[src/rtl/matriz_3x3_loader_if.sv]
// Handshake bus between the element producer, the 3x3 loader and the
// determinant consumer. The master side drives elements and out_ready.
interface matriz_3x3_loader_if #(
    parameter int ELEM_W = 8
);
    logic                  clear;
    logic                  in_valid;
    logic                  in_ready;
    logic [ELEM_W-1:0]     in_data;
    logic                  in_last;
    logic                  out_valid;
    logic                  out_ready;
    logic [9*ELEM_W-1:0]   matriz_3x3;
    logic                  frame_err;

    modport master (
        output clear, in_valid, in_data, in_last, out_ready,
        input  in_ready, out_valid, matriz_3x3, frame_err
    );

    modport slave (
        input  clear, in_valid, in_data, in_last, out_ready,
        output in_ready, out_valid, matriz_3x3, frame_err
    );
endinterface

[src/rtl/matriz_3x3_loader.sv]
// Packs nine row-major elements into one 3x3 matrix word (element a in the
// MSBs) and holds it on a valid/ready output while the next frame assembles.
module matriz_3x3_loader #(
    parameter int ELEM_W = 8
) (
    input  logic             clk,
    input  logic             rst,
    matriz_3x3_loader_if.slave bus
);
    logic [3:0]               count;
    logic [7:0][ELEM_W-1:0]   asm_q;
    logic [9*ELEM_W-1:0]      matriz_q;
    logic                     out_valid_q;
    logic                     frame_err_q;
    logic                     in_ready_w;
    logic                     last_slot;
    logic                     beat;
    logic                     bad_frame;
    logic                     complete;

    assign last_slot  = (count == 4'd8);
    // Only the 9th element can collide with an untaken matrix; earlier
    // slots live in the assembly buffer and never stall.
    assign in_ready_w = !(last_slot && out_valid_q && !bus.out_ready);
    assign beat       = bus.in_valid && in_ready_w;
    assign bad_frame  = beat && (bus.in_last != last_slot);
    assign complete   = beat && bus.in_last && last_slot;

    assign bus.in_ready   = in_ready_w;
    assign bus.out_valid  = out_valid_q;
    assign bus.matriz_3x3 = matriz_q;
    assign bus.frame_err  = frame_err_q;

    always_ff @(posedge clk or posedge rst) begin
        if (rst) begin
            count       <= '0;
            asm_q       <= '0;
            matriz_q    <= '0;
            out_valid_q <= 1'b0;
            frame_err_q <= 1'b0;
        end else if (bus.clear) begin
            count       <= '0;
            asm_q       <= '0;
            out_valid_q <= 1'b0;
            frame_err_q <= 1'b0;
        end else begin
            frame_err_q <= bad_frame;

            if (bad_frame || complete)
                count <= '0;
            else if (beat)
                count <= count + 4'd1;

            // Slot 0 sits at the top of the packed buffer so the final
            // concatenation lands element a in the MSBs.
            if (beat && !bad_frame && !last_slot)
                asm_q[3'd7 - count[2:0]] <= bus.in_data;

            if (complete) begin
                matriz_q    <= {asm_q, bus.in_data};
                out_valid_q <= 1'b1;
            end else if (out_valid_q && bus.out_ready) begin
                out_valid_q <= 1'b0;
            end
        end
    end
endmodule

[src/flat_wrapper.sv]
// flat-port wrapper written by rule: the top's interface ports become plain ports
module matriz_3x3_loader_flat 
#(
    parameter int ELEM_W = 8
)
  (clk, rst, bus_clear, bus_in_valid, bus_in_data, bus_in_last, bus_out_ready, bus_in_ready, bus_out_valid, bus_matriz_3x3, bus_frame_err);
  matriz_3x3_loader_if #(.ELEM_W(ELEM_W)) bus_i ();
  input  logic clk;
  input  logic rst;
  input wire logic [$bits(bus_i.clear)-1:0] bus_clear;
  input wire logic [$bits(bus_i.in_valid)-1:0] bus_in_valid;
  input wire logic [$bits(bus_i.in_data)-1:0] bus_in_data;
  input wire logic [$bits(bus_i.in_last)-1:0] bus_in_last;
  input wire logic [$bits(bus_i.out_ready)-1:0] bus_out_ready;
  output wire logic [$bits(bus_i.in_ready)-1:0] bus_in_ready;
  output wire logic [$bits(bus_i.out_valid)-1:0] bus_out_valid;
  output wire logic [$bits(bus_i.matriz_3x3)-1:0] bus_matriz_3x3;
  output wire logic [$bits(bus_i.frame_err)-1:0] bus_frame_err;
  assign bus_i.clear = bus_clear;
  assign bus_i.in_valid = bus_in_valid;
  assign bus_i.in_data = bus_in_data;
  assign bus_i.in_last = bus_in_last;
  assign bus_i.out_ready = bus_out_ready;
  assign bus_in_ready = bus_i.in_ready;
  assign bus_out_valid = bus_i.out_valid;
  assign bus_matriz_3x3 = bus_i.matriz_3x3;
  assign bus_frame_err = bus_i.frame_err;
  matriz_3x3_loader #(.ELEM_W(ELEM_W)) u_core (.clk(clk), .rst(rst), .bus(bus_i));
endmodule
[config.mk]
export PLATFORM = sky130hd
export DESIGN_NAME = matriz_3x3_loader_flat
export DESIGN_NICKNAME = d
export VERILOG_FILES = /design/src/rtl/matriz_3x3_loader_if.sv /design/src/rtl/matriz_3x3_loader.sv /design/src/flat_wrapper.sv
export SDC_FILE = /design/constraint.sdc
export NUM_CORES = 1
export LEC_CHECK = 0
export ABC_AREA = 1
export BUFFER_PORTS_ARGS = -buffer_cell sky130_fd_sc_hd__buf_2
export CORE_ASPECT_RATIO = 0.75
export CORE_MARGIN = 2
export CORE_UTILIZATION = 50
export CTS_BUF_LIST = sky130_fd_sc_hd__clkbuf_2
export CTS_CLUSTER_SIZE = 40
export DETAILED_ROUTE_END_ITERATION = 6
export PLACE_DENSITY = 0.78
export SYNTH_ARGS = -nofsm -noshare
export SYNTH_HDL_FRONTEND = slang
export SYNTH_SLANG_ARGS = --single-unit
[constraint.sdc]
create_clock -name clk -period 6.1 [get_ports clk]
set_clock_uncertainty 0.05 [all_clocks]
set_input_delay 0.305 -clock clk [delete_from_list [all_inputs] [get_ports clk]]
set_output_delay 0.305 -clock clk [all_outputs]
set_load 0.03 [all_outputs]
==> impl_metrics.tcl, run 1 <==
set metrics [dict create \
    outcome "finished, final reports clean" \
    crit_arrival_ns 3.86 \
    routed_wl_mm 13.00 \
    setup_viol 0 \
    drive_gt1_share_pct 17.18 \
    placedCellCount 873 \
    dpl_cell_area_sq_um 6256 \
    area_growth_pct 14.36 \
    clock-sinks 142 \
    crit_slowest_cell "inv_2" \
    post-place-ws_ns 2.812 \
    synth_edf_count 0 \
    drtIter0Drc 441 \
    cts.clk_slew.worst_paths_ns 0.19 \
    yosys_register_bits 142 \
    rsz0062_at_grt "false" \
    finalCriticalPeriod_ns 3.331 \
    end_kind "flop" \
    std_cell_rows 34 \
    crit_family "simple AND/OR/NAND/NOR gates" \
    synth_flop_cell "dfrtp_1" \
    syn_area_per_cell_sq_um 8.764 \
    vias_per_cell 5.134 \
    grt-ovfl-total 0 \
    dr.pass1.iters 6 \
    final_cells 918 \
    syn-cell-area_sq_um 5837 \
    yosysMostFrequentCell "nand2_1" \
    design_area_sq_um 6675 \
    cp_common_cell "nand2_1" \
    antenna_found_initial 0 \
    wl_per_cell_um 14.16 \
    rrSetupSlack_ns 2.77 \
    cts_tree "built" \
    core_area_sq_um 11490 \
    cts_buffer_depth 2 \
    clkLatencyLatePin_ns 0.69 \
    start_util_pct 50.82 \
    gp_congestion 0.9111 \
    critical_path.max_fanout 81 \
    postCtsSetupBuffers 0 \
    path_class "flop to flop" \
    cts_root_buf "clkbuf_2" \
    max_freq_mhz 300.2 \
    cap_violations 0 \
    max_slew_margin_pct 26.44 \
    numPortBuffers 88 \
    synth_top_cell_area_share_pct 60.88 \
    diodes 0 \
    h-tree-depth 4 \
    worst_slack_ns 2.769 \
    ys_seq_area_share_pct 60.88 \
    die_y_um 97.57 \
    synth_nets 682 \
    post-route-period-util_pct 54.60 \
    drcViolationCount 0 \
    crit-reg2reg-launch "u_core.count[0]" \
    finalSetupTns_ns 0 \
    cp_num_buf_inv 2 \
    vias 4713 \
    drv_slew 0 \
    hold_viol_final 0 \
    syn_inst 666 \
    dieArea_sq_um 12560 \
    cp_cell_sequence "inv_1 -> ha_1 -> nand2_1 -> nor2_2 -> nand2_2 -> nand2_2 -> inv_2 -> nand2_4 -> nand2_1 -> nand2_1" \
    synthArstFlopShare_pct 100.0 \
    p_leak_nw 4.050 \
    synth_cell_types 22 \
    grt_pass1_wl_mm 22.09 \
    grt_max_degree 82 \
    ff2ff_path_depth 10 \
    crit_required_ns 6.63 \
    ir_drop_v 0.0001520 \
    p_per_area_nw_per_um2 252.2 \
    hold_class "input pin to asynchronous set/reset pin" \
    synth_top_area_cell "dfrtp_1" \
    dp_hpwl_mm 8.344 \
    cts_buffers 17 \
    tightest_slew_ns 1.103 \
    start_kind "flop" \
    grt_use_total_pct 22.30 \
    fin_util_pct 58.12 \
    synth_area_leaders "dfrtp_1, nand2_1, nand3_1" \
    fin_nets 777 \
    io_pins 89 \
    r2r-end "u_core.bus.matriz_3x3[42]" \
    grt_pass1_vias 4593 \
    cpPeakStageDelay_ns 0.77 \
    ant_nets 0 \
    synth_warnings 0 \
    die_w_um 128.8 \
    synth_common_cells "nand2_1, dfrtp_1, nand3_1" \
    cts_resized 0 \
]
==> metal layers <==
layer | wire length (um) | up-vias | GRT usage (%)
met5 | 0 | - | 0
met4 | 191 | 0 | 6.438
met3 | 913 | 21 | 5.396
met2 | 5980 | 179 | 33.78
met1 | 5912 | 2235 | 32.22
li1 | - | 2278 | -
==> sequential cells by signal, summed over array words and instances (netlist names) <==
name and cells:
u_core.count 4, u_core.bus.frame_err 1, u_core.asm_q 64, u_core.bus.out_valid 1, u_core.bus.matriz_3x3 72
==> cell type report <==
cell class / count / area [sq um]
clock inverter: 13 / 193.9
multi-input combinational: 475 / 1977
fill: 1013 / 4811
timing repair buffer: 103 / 585.6
clock buffer: 19 / 95.09
inverter: 22 / 90.09
sequential: 142 / 3553
tap: 144 / 180.2
==> worst min-delay path: stages <==
cell	delay, ns
dlygate4sd3_1	0.53
buf_2	0.14
inv_6	0.46
==> what timing repair did <==
action,CTS,global route
hold buffers,13,0
hold endpoints to repair,90,0
endpoints found under the setup margin,0,0
==> worst max-delay path by stage <==
stage | start | slack [ns] | cells past startpoint | endpoint
floorplan | rst | 1.94 | 1 | u_core.asm_q[0]
global placement | u_core.count[0] | 3.05 | 10 | u_core.bus.matriz_3x3[1]
detailed placement | u_core.count[0] | 2.81 | 10 | u_core.bus.matriz_3x3[5]
CTS | u_core.count[0] | 2.79 | 10 | u_core.bus.matriz_3x3[5]
global route | u_core.count[0] | 2.40 | 10 | u_core.bus.matriz_3x3[5]
finish | u_core.count[0] | 2.77 | 10 | u_core.bus.matriz_3x3[42]
==> power by group <==
part	internal (W)	leakage, nW	switching, W	total, W
Combinational	0.0000185	1.90	0.0000664	0.0000849
Sequential	0.000950	1.98	0.00000546	0.000955
Clock	0.000310	0.173	0.000333	0.000643
Total	0.00128	4.05	0.000405	0.00168
==> per-stage QoR <==
| step | power (W) | hold slack [ns] |
|---|---|---|
| after floorplan | 0.001027 | 0.3925 |
| after global placement | 0.001048 | 0.3980 |
| after detailed placement | 0.001051 | 0.4029 |
| after CTS | 0.001696 | 0.1611 |
| after global routing | 0.001750 | 0.1847 |
| final | 0.001683 | 0.1991 |
==> kinds of logic after synthesis <==
group,Yosys count,share of synthesized area [%]
AOI/OAI and AO/OA,11,0.9431
DFF,142,60.88
and+or+nand+nor,462,32.50
buffers and inverters,49,5.252
adders and majority gates,2,0.4287
==> placed cells by master, fill, tap and decap left out, types with 2 or more instances in the layout <==
cell type	n
nand2_2	5
buf_4	2
nor2_1	20
clkinv_2	4
o21ai_1	8
dfrtp_1	142
nand4_1	4
inv_6	2
nand2_1	340
buf_2	88
clkbuf_2	19
a21oi_1	2
inv_2	2
dlygate4sd3_1	13
inv_1	18
bufinv_16	5
clkinv_1	2
nand3_1	89
ha_1	2
Power figures use the tool's default switching activity.
==> inputs of run 2 (changes only) <==
--- a/config.mk
+++ b/config.mk
@@ -5,7 +5,7 @@
 export SDC_FILE = /design/constraint.sdc
 export NUM_CORES = 1
 export LEC_CHECK = 0
-export ABC_AREA = 1
+export ABC_AREA = 0
 export BUFFER_PORTS_ARGS = -buffer_cell sky130_fd_sc_hd__buf_2
 export CORE_ASPECT_RATIO = 0.75
 export CORE_MARGIN = 2
@@ -13,7 +13,7 @@
 export CTS_BUF_LIST = sky130_fd_sc_hd__clkbuf_2
 export CTS_CLUSTER_SIZE = 40
 export DETAILED_ROUTE_END_ITERATION = 6
-export PLACE_DENSITY = 0.78
+export PLACE_DENSITY = 0.8
 export SYNTH_ARGS = -nofsm -noshare
 export SYNTH_HDL_FRONTEND = slang
 export SYNTH_SLANG_ARGS = --single-unit
==> constraint.sdc (replaced) <==
create_clock -name clk -period 3 [get_ports clk]
set_clock_uncertainty 0.05 [all_clocks]
set_input_delay 0.15 -clock clk [delete_from_list [all_inputs] [get_ports clk]]
set_output_delay 0.15 -clock clk [all_outputs]
set_load 0.03 [all_outputs]
==> run 2 against run 1 <==
Against the previous run:
- count of clock-buffer cells in the layout down 1
- via count down 15%
- sequential power is 100% higher
- cell area rose by 2.0%
- non-clock buffer count increased by 5
- clock power is 62% higher
- hold slack worse by 0.11 ns
- highest routed layer unchanged
- global-route usage down 0.78 points
- sequential cell count did not move
- critical path depth fell by 5
- synthesized cell count is 31% lower
==> impl_metrics.tcl, run 2 <==
set metrics [dict create \
    outcome "finished, final reports clean" \
    cts_buffers 17 \
    grt_pass1_wl_mm 21.15 \
    yosys_register_bits 142 \
    start_util_pct 51.12 \
    layout_commonest_cell "dfrtp_1" \
    cpPeakStageDelay_ns 0.57 \
    max_freq_mhz 422.3 \
    syn_area_per_cell_sq_um 12.80 \
    power.net_switching_w 0.0008000 \
    finalCriticalPeriod_ns 2.368 \
    hold_class "input pin to asynchronous set/reset pin" \
    syn_inst 462 \
    routed_wl_mm 12.94 \
    synth_top_cell_area_share_pct 60.07 \
    setup_viol 0 \
    crit_arrival_ns 2.17 \
    post-route-period-util_pct 78.93 \
    vias_per_cell 5.497 \
    tightest_slew_ns 0.7515 \
    drcViolationCount 0 \
    layout_common_cells "dfrtp_1, buf_2, mux2_2" \
    grt_max_degree 72 \
    p_int_w 0.002347 \
    busiest_layer "met2" \
    crit_cells 5 \
    cp_num_buf_inv 2 \
    ys_seq_area_share_pct 60.07 \
    synth_flop_cell "dfrtp_1" \
    cts_tree "built" \
    final_cells 731 \
    cap_violations 0 \
    rrSetupSlack_ns 0.63 \
    numPortBuffers 88 \
    crit_required_ns 2.80 \
    cts_buffer_depth 2 \
    startpoint "u_core.count[1]" \
    grt_pass1_vias 4071 \
    crit_slowest_cell "dfrtp_1" \
    comb_power_share_pct 5.4 \
    r2r-end "u_core.bus.matriz_3x3[40]" \
    use_met3_pct 5.973 \
    synth_warnings 0 \
    p_per_area_nw_per_um2 462.1 \
    finalSetupTns_ns 0 \
    dieArea_sq_um 12730 \
    use_met2_pct 31.66 \
    antenna_found_initial 0 \
    synth_common_cells "dfrtp_1, mux2_2, nand2b_1" \
    endpoint "bus_in_ready" \
    wl_per_cell_um 17.70 \
    ir_drop_v 0.0002548 \
    die_w_um 129.6 \
    fin_nets 574 \
    grt-ovfl-total 0 \
    cts_resized 0 \
    io_pins 89 \
    clock_power_share_pct 33.0 \
    placedCellCount 688 \
    cts.clk_slew.worst_paths_ns 0.21 \
    vias 4018 \
    synthArstFlopShare_pct 100.0 \
    clkLatencyLatePin_ns 0.68 \
    critical_path.max_fanout 11 \
    rsz0062_at_grt "false" \
    crit-reg2reg-launch "u_core.count[1]" \
    clock-sinks 142 \
    diodes 0 \
    swShare_pct 25.42 \
    dr.pass1.iters 6 \
    drtIter0Drc 400 \
    ant_nets 0 \
    globalRouteMet1Util_pct 31.07 \
    max_slew_margin_pct 49.80 \
    synth_cell_types 32 \
    dp_hpwl_mm 8.761 \
    start_kind "flop" \
    cts_root_buf "clkbuf_2" \
    synth_top_area_cell "dfrtp_1" \
    end_kind "output pin" \
    synth_edf_count 0 \
    gp_congestion 0.8913 \
    syn-cell-area_sq_um 5916 \
    h-tree-depth 4 \
    synth_area_leaders "dfrtp_1, mux2_2, mux2i_1" \
    crit_family "flip-flops" \
    hold_viol_final 0 \
    seq_power_share_pct 61.6 \
    grt_use_total_pct 21.52 \
    drive_gt1_share_pct 34.09 \
    largest_reg_flops 72 \
    p_leak_nw 3.523 \
    ff2ff_path_depth 6 \
    yosysMostFrequentCell "dfrtp_1" \
    std_cell_rows 34 \
    synth_nets 478 \
    die_y_um 98.20 \
    path_class "flop to output pin" \
    core_area_sq_um 11570 \
    area_growth_pct 15.12 \
    cp_cell_sequence "inv_1 -> ha_1 -> and3b_1 -> nand2_1 -> buf_2" \
    drv_slew 0 \
]
[run 2: cell count changes after synthesis, moves of 6 or more]
cell,before,now
nand2b_1,0,44
clkbuf_1,4,18
a21oi_1,2,34
mux2_2,0,66
nand2_1,340,4
inv_1,19,5
mux2i_1,0,32
o21ai_1,8,0
o21ai_0,1,34
nor2_1,20,3
buf_4,7,0
nand3_1,89,36
mux2_1,0,6
[run 2: cell families (layout without fill, tap and decap cells)]
group,Yosys count,after routing,share of synthesized area (%)
mux,104,104,19.12
fa+ha+maj,2,2,0.4229
compound gates,74,74,6.493
flops,142,142,60.07
simple gates,104,104,10.66
buf+inv,36,143,3.236
[run 2: layout make-up]
class	count	area, sq um
well taps	162	202.7
inverters	5	22.52
clock inverters	12	122.6
clock buffers	18	90.09
flip-flops and latches	142	3553
fillers	956	4761
multi-input cells	284	2171
repair buffers	108	648.1
[run 2: power by group through the flow]
stage | clock network [W] | registers (W) | logic (W)
after detailed placement | 0 | 0.00197 | 0.000156
final | 0.00104 | 0.00194 | 0.000169
after global placement | 0 | 0.00197 | 0.000152
after floorplan | 0 | 0.00197 | 0.0000930
after CTS | 0.00106 | 0.00194 | 0.000170
after global routing | 0.00115 | 0.00194 | 0.000186
[run 2: how the worst min path moves through the flow]
| stage | to | slack, ns | cells past startpoint |
|---|---|---|---|
| 2_1_floorplan | u_core.bus.frame_err | 0.24 | 2 |
| 3_3_place_gp | u_core.bus.frame_err | 0.25 | 2 |
| 3_5_place_dp | u_core.bus.matriz_3x3[10] | 0.27 | 2 |
| 4_1_cts | u_core.bus.matriz_3x3[15] | 0.06 | 3 |
| 5_1_grt | u_core.bus.matriz_3x3[15] | 0.11 | 3 |
| 6_report | u_core.bus.matriz_3x3[13] | 0.09 | 3 |
[run 2: routing by layer]
layer | up-vias | wire length (um) | part of all wire (%)
li1 | 1809 | - | -
met1 | 2032 | 5818 | 45
met2 | 156 | 5950 | 46
met3 | 21 | 975 | 7.5
met4 | 0 | 196 | 1.5
met5 | - | 0 | 0
[run 2: worst register-to-register path: stages, from the launching register on]
cell      delay [ns]
dfrtp_1         0.54
inv_1           0.14
ha_1            0.28
nand3b_4        0.13
nor4_4          0.37
buf_12          0.30
mux2_2          0.43
[run 2: timing repair]
item,in CTS,in global routing
hold buffers,13,0
endpoints found under the hold margin,111,0
buffers inserted,0,0
[run 2: stage by stage]
stage / hold slack, ns / util, % / setup slack (ns) / total power [W] / cell area [sq um]
3_3_place_gp: 0.2509 / 55.89 / 0.8382 / 0.002123 / 6467
3_5_place_dp: 0.2689 / 55.89 / 0.7285 / 0.002128 / 6467
5_1_grt: 0.1056 / 58.86 / 0.4529 / 0.003273 / 6810
2_1_floorplan: 0.2390 / - / 0.7250 / 0.002067 / 5919
6_report: 0.08672 / 58.86 / 0.6321 / 0.003147 / 6810
4_1_cts: 0.06033 / 58.86 / 0.6083 / 0.003166 / 6810
